**src/rtl/uart_rx_ctrl.sv**
```systemverilog
// Purpose : UART receive controller; gates RX bytes into a show-ahead FIFO
//           with sticky overrun / error / idle-timeout status for the host.
// Latency : a byte pulsed at edge N is visible on m_data/m_valid after edge N.
// Backpressure: host stalls via m_ready; when the FIFO is full and not popping,
//           incoming bytes are dropped and overrun is flagged (RX cannot stall).
//
// Ports (uart_rx_ctrl):
//   clk, reset (async, active-low)
//   rx_enable, rx_data[7:0], rx_data_valid, rx_parity_error, rx_frame_error
//   m_data[7:0], m_perr, m_ferr, m_valid, m_ready      host valid/ready port
//   fifo_level[$clog2(DEPTH):0]                        entries held, 0..DEPTH
//   overrun, err_seen, timeout_irq, clr_status         sticky status + clear

// Generic show-ahead FIFO. Caller guarantees push only when !full or popping,
// and pop only when !empty. rdat reads 0 while empty.
module uart_rx_fifo #(
  parameter int W     = 10,
  parameter int DEPTH = 8
) (
  input  logic                     clk,
  input  logic                     reset,
  input  logic                     push,
  input  logic                     pop,
  input  logic [W-1:0]             wdat,
  output logic [W-1:0]             rdat,
  output logic [$clog2(DEPTH):0]   level,
  output logic                     full,
  output logic                     empty
);
  localparam int AW = $clog2(DEPTH);
  localparam int LW = AW + 1;

  logic [W-1:0]  mem [DEPTH];
  logic [AW-1:0] wr_ptr;
  logic [AW-1:0] rd_ptr;

  assign empty = (level == '0);
  assign full  = (level == LW'(DEPTH));
  assign rdat  = empty ? '0 : mem[rd_ptr];

  always_ff @(posedge clk) begin
    if (push) mem[wr_ptr] <= wdat;
  end

  // DEPTH is a power of two, so pointer wrap is natural overflow.
  always_ff @(posedge clk or negedge reset) begin
    if (!reset) begin
      wr_ptr <= '0;
      rd_ptr <= '0;
      level  <= '0;
    end else begin
      if (push) wr_ptr <= wr_ptr + AW'(1);
      if (pop)  rd_ptr <= rd_ptr + AW'(1);
      if (push && !pop)      level <= level + LW'(1);
      else if (pop && !push) level <= level - LW'(1);
    end
  end
endmodule

module uart_rx_ctrl #(
  parameter int DEPTH          = 8,
  parameter int TIMEOUT_CYCLES = 41667
) (
  input  logic                   clk,
  input  logic                   reset,
  input  logic                   rx_enable,
  input  logic [7:0]             rx_data,
  input  logic                   rx_data_valid,
  input  logic                   rx_parity_error,
  input  logic                   rx_frame_error,
  output logic [7:0]             m_data,
  output logic                   m_perr,
  output logic                   m_ferr,
  output logic                   m_valid,
  input  logic                   m_ready,
  output logic [$clog2(DEPTH):0] fifo_level,
  output logic                   overrun,
  output logic                   err_seen,
  output logic                   timeout_irq,
  input  logic                   clr_status
);
  localparam int LW = $clog2(DEPTH) + 1;
  localparam int CW = $clog2(TIMEOUT_CYCLES + 1);

  typedef enum logic [1:0] {ST_OFF, ST_RUN, ST_DRAIN} state_t;

  state_t          state, state_nxt;
  logic            full, empty;
  logic            push_en, pop_en;
  logic [LW-1:0]   level_nxt;
  logic [9:0]      head_dat;
  logic [CW-1:0]   idle_cnt;
  logic            idle_clr, to_hit;
  logic            ovr_set, err_set;

  assign pop_en  = m_valid & m_ready;
  // A full FIFO still accepts a byte when the head leaves the same cycle.
  assign push_en = rx_data_valid & (state == ST_RUN) & (!full | pop_en);
  assign ovr_set = rx_data_valid &
                   (((state == ST_RUN) & full & !pop_en) | (state == ST_DRAIN));
  assign err_set = push_en & (rx_parity_error | rx_frame_error);

  uart_rx_fifo #(.W(10), .DEPTH(DEPTH)) u_fifo (
    .clk   (clk),
    .reset (reset),
    .push  (push_en),
    .pop   (pop_en),
    .wdat  ({rx_frame_error, rx_parity_error, rx_data}),
    .rdat  (head_dat),
    .level (fifo_level),
    .full  (full),
    .empty (empty)
  );

  assign m_valid = !empty;
  assign m_data  = head_dat[7:0];
  assign m_perr  = head_dat[8];
  assign m_ferr  = head_dat[9];

  always_comb begin
    level_nxt = fifo_level;
    if (push_en && !pop_en)      level_nxt = fifo_level + LW'(1);
    else if (pop_en && !push_en) level_nxt = fifo_level - LW'(1);
  end

  // FSM: DRAIN/OFF decisions look at the level after this cycle's traffic.
  always_ff @(posedge clk or negedge reset) begin
    if (!reset) state <= ST_OFF;
    else        state <= state_nxt;
  end

  always_comb begin
    state_nxt = state;
    case (state)
      ST_OFF:   if (rx_enable) state_nxt = ST_RUN;
      ST_RUN:   if (!rx_enable) state_nxt = (level_nxt != '0) ? ST_DRAIN : ST_OFF;
      ST_DRAIN: begin
        if (rx_enable)             state_nxt = ST_RUN;
        else if (level_nxt == '0)  state_nxt = ST_OFF;
      end
      default:  state_nxt = ST_OFF;
    endcase
  end

  // Idle timer: counts only while data sits untouched; saturates so the
  // interrupt fires once per idle period even if cleared while still idle.
  assign idle_clr = push_en | pop_en | empty;
  assign to_hit   = !idle_clr && (idle_cnt == CW'(TIMEOUT_CYCLES - 1));

  always_ff @(posedge clk or negedge reset) begin
    if (!reset)                             idle_cnt <= '0;
    else if (idle_clr)                      idle_cnt <= '0;
    else if (idle_cnt != CW'(TIMEOUT_CYCLES)) idle_cnt <= idle_cnt + CW'(1);
  end

  // Sticky flags: a same-cycle set beats clr_status.
  always_ff @(posedge clk or negedge reset) begin
    if (!reset) begin
      overrun     <= 1'b0;
      err_seen    <= 1'b0;
      timeout_irq <= 1'b0;
    end else begin
      if (ovr_set)         overrun <= 1'b1;
      else if (clr_status) overrun <= 1'b0;
      if (err_set)         err_seen <= 1'b1;
      else if (clr_status) err_seen <= 1'b0;
      if (to_hit)          timeout_irq <= 1'b1;
      else if (clr_status) timeout_irq <= 1'b0;
    end
  end
endmodule
```
**config.mk**
```make
export PLATFORM = sky130hd
export DESIGN_NAME = uart_rx_ctrl
export DESIGN_NICKNAME = d
export VERILOG_FILES = /design/src/rtl/uart_rx_ctrl.sv
export SDC_FILE = /design/constraint.sdc
export NUM_CORES = 1
export LEC_CHECK = 0
export BUFFER_PORTS_ARGS = -buffer_cell sky130_fd_sc_hd__buf_2
export CAP_MARGIN = 20
export CORE_MARGIN = 2
export CORE_UTILIZATION = 48
export DETAILED_ROUTE_END_ITERATION = 6
export PLACE_DENSITY = 0.66
export SETUP_SLACK_MARGIN = 0.05
export SKIP_CTS_REPAIR_TIMING = 1
export SLEW_MARGIN = 15
export SYNTH_ARGS = -nofsm -noshare
export SYNTH_HDL_FRONTEND = slang
export SYNTH_HIERARCHICAL = 1
export SYNTH_SLANG_ARGS = --single-unit
```
**constraint.sdc**
```tcl
create_clock -name clk -period 9.2 [get_ports clk]
set_input_delay 0 -clock clk [delete_from_list [all_inputs] [get_ports clk]]
set_output_delay 0 -clock clk [all_outputs]
set_load 0.1 [all_outputs]
```
# After elaboration in Yosys (flattened, before gate mapping)
# Memory sizes are Yosys's and may differ from the RTL's.
# Index checks and enable logic that the tools add are counted.
dict set report word_totals {
  regBits 31
  latch_bits 0
  mem_bits_rw 80
  rom_bits 0
  inputBits 16
  out_inout_bits 18
  word_cells 68
  memories 1
}
# memory depth width rd rd_ports_with_merged_regs write_ports line_no
set mem_list {}
lappend mem_list {u_fifo.mem 8 10 1 0 1 33} ;# logic [W-1:0] mem [DEPTH];
dict set report op_classes {
  add_sub_neg 5
  n_mul 0
  div 0
  magnitude_cmp 0
  n_eq_ne 8
  shift 0
  n_mux 17
  n_bitwise 12
  reduce_logical 17
}
# op count
set ops {}
lappend ops {{16-bit 2-to-1 mux} 2}
lappend ops {{16-bit by 1-bit adder with 16-bit output, second input constant} 1}
lappend ops {{16-bit equality test, second input constant} 1}
lappend ops {{16-bit != test, second input constant} 1}
lappend ops {{10-bit 2-to-1 mux} 1}
lappend ops {{2-bit 2-to-1 mux} 5}
lappend ops {{4-bit logical NOT} 2}
lappend ops {{4-bit 2-to-1 mux} 2}
lappend ops {{2-bit nonzero test} 4}
lappend ops {{1-bit AND} 7}
lappend ops {{3-bit by 1-bit adder with 3-bit output, second input constant} 2}
lappend ops {{1-bit 2-to-1 mux} 6}
lappend ops {{2-bit one-hot mux with 3 select lines} 1}
lappend ops {{1-bit logical NOT} 5}
lappend ops {{1-bit OR} 5}
lappend ops {{4-bit by 1-bit adder with 4-bit output, second input constant} 1}
lappend ops {{4-bit equality test, second input constant} 1}
lappend ops {{2-bit != test, second input constant} 2}
lappend ops {{4-bit nonzero test} 1}
lappend ops {{4-bit by 1-bit subtractor with 4-bit output, second input constant} 1}
lappend ops {{1-bit logical AND} 3}
lappend ops {{3-bit by 2-bit != test with 1-bit output, second input constant} 1}
lappend ops {{3-bit AND reduction} 1}
lappend ops {{2-bit by 1-bit equality test with 1-bit output, second input constant} 1}
lappend ops {{2 further kinds} 2}

# Logic depth before layout (Yosys ltp)
dict set report logic_depth {
  word_depth 13
  depth_mapped 10
  mapped_depth_nobuf 10
}

# Hierarchy
# The synthesis kept the hierarchy.
# module instances cells_per_inst area_per_inst_um2 seq_area_each_um2
set modules_own_cells {}
lappend modules_own_cells {uart_rx_fifo 1 177 3629.7 2652.5}
lappend modules_own_cells {uart_rx_ctrl 1 135 1292.5 525.5}

# Least setup slack after synthesis
# No wires, ideal clock.
dict set report synth_path {
  path_type {reg-to-reg}
  start {register u_fifo.level[1]}
  end {register u_fifo.level[3]}
  setup_time_ns 0.131
  t_arrival_ns 3.456
  required_ns 9.069
  slack_ns 5.613
  stages_incl_launch_ff 10
  path_buffers 0
  period_less_slack_ns 3.587
  cell_sequence {dfrtp_1 -> nor4_4 -> nand2b_1 -> a21oi_1 -> ha_1 -> inv_1 -> ha_1 -> or4_1 -> o211ai_1 -> o211ai_1}
}
dict set report synth_between {
  elab_chain_cells 9
  word_cells_on_any_way 15
  classes_between {add/sub (2); eq/ne (1); mux (2); bitwise (3); reduce/logical (7)}
}
# item line_no
set synth_lines {}
lappend synth_lines {{from (decl)} 26} ;# output logic [$clog2(DEPTH):0] level,
lappend synth_lines {{from (signal assigned)} 54} ;# if (push && !pop) level <= level + LW'(1);
lappend synth_lines {{from (signal assigned)} 55} ;# else if (pop && !push) level <= level - LW'(1);
lappend synth_lines {{4-bit logical NOT (*)} 37} ;# assign empty = (level == '0);
lappend synth_lines {{via empty} 88} ;# logic full, empty;
lappend synth_lines {{1-bit logical NOT (*)} 115} ;# assign m_valid = !empty;
lappend synth_lines {{1-bit AND (*)} 96} ;# assign pop_en = m_valid & m_ready;
lappend synth_lines {{1-bit OR (*)} 98} ;# assign push_en = rx_data_valid & (state == ST_RUN) & (!full | pop_en);
lappend synth_lines {{1-bit AND (*)} 98}
lappend synth_lines {{via push_en} 89} ;# logic push_en, pop_en;
lappend synth_lines {{1-bit logical NOT} 55}
lappend synth_lines {{1-bit logical AND} 55}
lappend synth_lines {{4-bit 2-to-1 mux} 55}
lappend synth_lines {{4-bit 2-to-1 mux (*)} 54}
# The timed path passes the listed nets; every way through them passes the cells marked *.
# A chain may end at the register's enable or synchronous reset.

# Worst setup path in the final report
# Same ends and word-level chain as after synthesis.

==> results.txt <==
- TritonCTS Sinks: 111
* Leftover overflow at the end of global routing: 0
* Cell with the biggest individual delay on the critical path: a21oi_1
- Startpoint of the most critical register-to-register path: u_fifo/level[1]$_DFFE_PN0P_
* I/O pin cnt: 34
- Reported max-cap violation count: 0
- Final Routed Wirelength: 8740 um
- Of the post-synthesis cell area, the dominant cell type holds 0.488.
- The flow ran to the end, and the final reports show no timing, DRC or antenna violations.
* Die Height: around 110 um
- Total leakage power: slightly below 0.002 uW
* Crit path time final: 3.39 ns
- The number of hold violations in the final report came to 0.
- Crit path required time: around 9.5 ns
- Dividing the final minimum period by the clock period gives 0.369.
* Fin. max-slew vios: 0
* WP depth: 9
- By count the netlist is led by edfxtp_1, dfrtp_1, nor2_1.
* Top flip-flop cell by instance count after synthesis: edfxtp_1
* Most frequent cell after synthesis: edfxtp_1
- The area growth from synthesis to layout is 12.8%.
* Die area: between 10,000 and 15,000 um2
* Count of mapped cells out of synthesis: 312
- Upper clock frequency limit: ~290 MHz
- The detailed router placed roughly 2,700 vias in this run.
- After floorplanning, the core was divided into 36 placement rows.
- Setup crit start: u_fifo/level[1]$_DFFE_PN0P_
- Leaving out filler cells and counting taps, the final layout contains 503.
- 1st-iter DRT viols: 143
- The core region is just under 10,000 um2.
- Global-route wire length before repair: 13,900 um
* Setup tns final: 0 ns
- TritonCTS built the clock tree.
- The initial utilization of the core area, before any placement, comes to 0.499.
- Summed over all instances, the cell type with the most area after synthesis is edfxtp_1.
* H-tree levels: 3
- Layout net count: between 300 and 400
- Final worst clock skew: 0.0141 ns
- Mapped Area: 4920 um2
- In the final routed layout, each cell accounts on average for 17.4 um.
- Share of final-layout standard cells stronger than drive strength 1: 0.241
- By startpoint and endpoint, the worst setup path is classified as flip-flop to flip-flop.
* Worst-case register-to-register setup slack: 5.81 ns
* Deepest clock path buffer count: 2
- Setup violations remaining at the end of the flow were counted as 0.
- Synthesis-stage register bit count: 111
* Clock slew at reported path FFs: 0.10 ns
- Unrepaired setup endpoints after global routing: false
- The average instance in the mapped netlist occupies 15.8 um2.
* Tightest Hold Check Type: primary input to flip-flop
- Switching power share of the total: 0.472
- Clock tree synthesis selected as its root buffer the cell clkbuf_8.
* Crit Path Max Fanout: 13
* Buffers and inverters on the worst path: 1
* Worst setup path end: u_fifo/level[3]$_DFFE_PN0P_
* Number of warnings printed during yosys synthesis: 6
- Count of input and output buffers: 33
* Portion of total power attributed to the clock network: 0.153
- Measured on the finished design, the core utilization comes to 0.563.
- The later pin in the worst-skew pair is clocked with a latency of 0.37 ns.
- Of the total power, registers draw 0.380.
- The number of placed instances, taps included, is 472.
* Crit path arrival time: 3.65 ns
- For this run, asynchronously set or reset flops after synthesis account for 0.279.
- Count of flip-flops with a built-in enable after synthesis: 80
* Highest cell delay on the worst timing path: roughly 0.65 ns
* Number of library cell types mapped by synthesis: 54
* Overall fraction of global-route tracks in use: 0.165
- Counting the buffers created by CTS gives 9.
- For this run, design rule violations remaining after detail routing come to 0.
- Nets in the synthesized netlist: 338
- In this design, the largest share of critical-path delay is due to simple AND/OR/NAND/NOR gates.
- The detail route stage leaves a number of antenna-violating nets equal to 0.
- Entering global routing, the biggest net connects 32 pins.
- Width of the chip: 105 um
- The via count of the first global-routing pass came to 2,665.
- Portion of the post-synthesis area used by sequential elements: 0.646
- For the worst flop-to-flop path, the logic depth is 9.
* Power density over cell area: approximately 320 nW/um2
- The number of antenna violations at the first check in global routing came to 0.
- Switch Pwr: 838 uW
* Placed wire-length estimate: 5490 um
- Final estimated routing congestion in global placement: 0.827
* End of the worst register-to-register path: u_fifo/level[3]$_DFFE_PN0P_
- Number of antenna repair diodes: 0
- IR Drop Worst-Case VDD: approximately 0.31 mV
- STA classifies the critical path endpoint as a flip-flop.
* Cells along the critical path: nor4_4, nand2b_1, a21oi_1, ha_1, inv_1, ha_1, or4_1, o211ai_1, o211ai_1
- Internal Power: roughly 940 uW
- Max-slew headroom: 0.292
- Vias per inst: 5.43
- Total Power Consumption: 1770 uW
- Yosys attributes the largest share of cell area to edfxtp_1, dfrtp_1, mux4_2.
- Before antenna repair, the detailed router went through 4 iterations.
- Setup crit start kind: flip-flop
* Measured slew at the worst slew-check pin: 1.06 ns
- Combinational group share of total power: 0.467
## worst min path at each step
stage	cells past startpoint	to	slack, ns	startpoint
finish	4	u_fifo/rd_ptr[0]$_DFFE_PN0P_	0.17	m_ready
global route	4	u_fifo/rd_ptr[0]$_DFFE_PN0P_	0.17	m_ready
CTS	1	timeout_irq$_DFFE_PN0P_	-0.32	reset
detailed placement	1	u_fifo/level[2]$_DFFE_PN0P_	0.09	reset
global placement	1	u_fifo/level[2]$_DFFE_PN0P_	0.09	reset
floorplan	0	err_seen$_DFFE_PN0P_	-0.30	reset
## per-stage QoR
step	hold WS [ns]	worst slack (ns)	instance area, um2
2_1_floorplan	-0.296	5.61	4920
5_1_grt	0.169	5.61	5550
3_5_place_dp	0.0903	5.82	5220
6_report	0.167	5.81	5550
3_3_place_gp	0.0895	6.01	5220
4_1_cts	-0.323	5.81	5400
## power by group through the flow
stage	logic (uW)	registers (uW)	clock network [uW]
2_1_floorplan	641	734	0
3_3_place_gp	819	684	0
3_5_place_dp	823	688	0
4_1_cts	826	677	282
5_1_grt	870	687	301
6_report	828	674	272
## cells by family (layout without fill, tap and decap cells)
| logic type | Yosys count | in the layout | synth area share |
|---|---|---|---|
| simple gates | 88 | 88 | 0.112 |
| mux | 24 | 24 | 0.104 |
| buf+inv | 23 | 81 | 0.0221 |
| xor+xnor | 24 | 24 | 0.0427 |
| flops | 111 | 111 | 0.646 |
| fa+ha+maj | 10 | 10 | 0.0269 |
| compound gates | 32 | 32 | 0.0468 |
## layout make-up
class                   count  area, um2
clock buffers              10        128
clock inverters             6       52.6
fillers                   803       4310
inverters                  14       52.6
multi-input cells         178       1640
flip-flops and latches    111       3180
well taps                 133        166
repair buffers             51        339
## worst min-delay path, stage by stage
cell and delay (ns):
buf_2 0.10, nand2b_1 0.14, inv_2 0.18, xor2_1 0.08
## layer usage
metal	routed length (um)	GRT usage
met1	3990	0.226
met2	4360	0.262
met3	324	0.0433
met4	63	0.0495
met5	0	0
## cell usage in the layout, fill, tap and decap left out, types with 10 or more instances in the layout
| cell type | netlist | layout |
|---|---|---|
| mux4_2 | 15 | 15 |
| edfxtp_1 | 80 | 80 |
| nor2_1 | 21 | 20 |
| inv_1 | 11 | 11 |
| dfrtp_1 | 31 | 31 |
| nand2_1 | 11 | 11 |
| xnor2_1 | 17 | 17 |
| buf_2 | 3 | 33 |
| a22o_1 | 10 | 10 |
| dlygate4sd3_1 | 0 | 14 |
| nand3_1 | 12 | 12 |
## flip-flops by register name, summed over array words and instances (netlist names)
name,flops
err_seen,1
idle_cnt,16
u_fifo/mem,80
u_fifo/rd_ptr,3
overrun,1
timeout_irq,1
state,2
u_fifo/level,4
u_fifo/wr_ptr,3
Power figures use the tool's default switching activity.
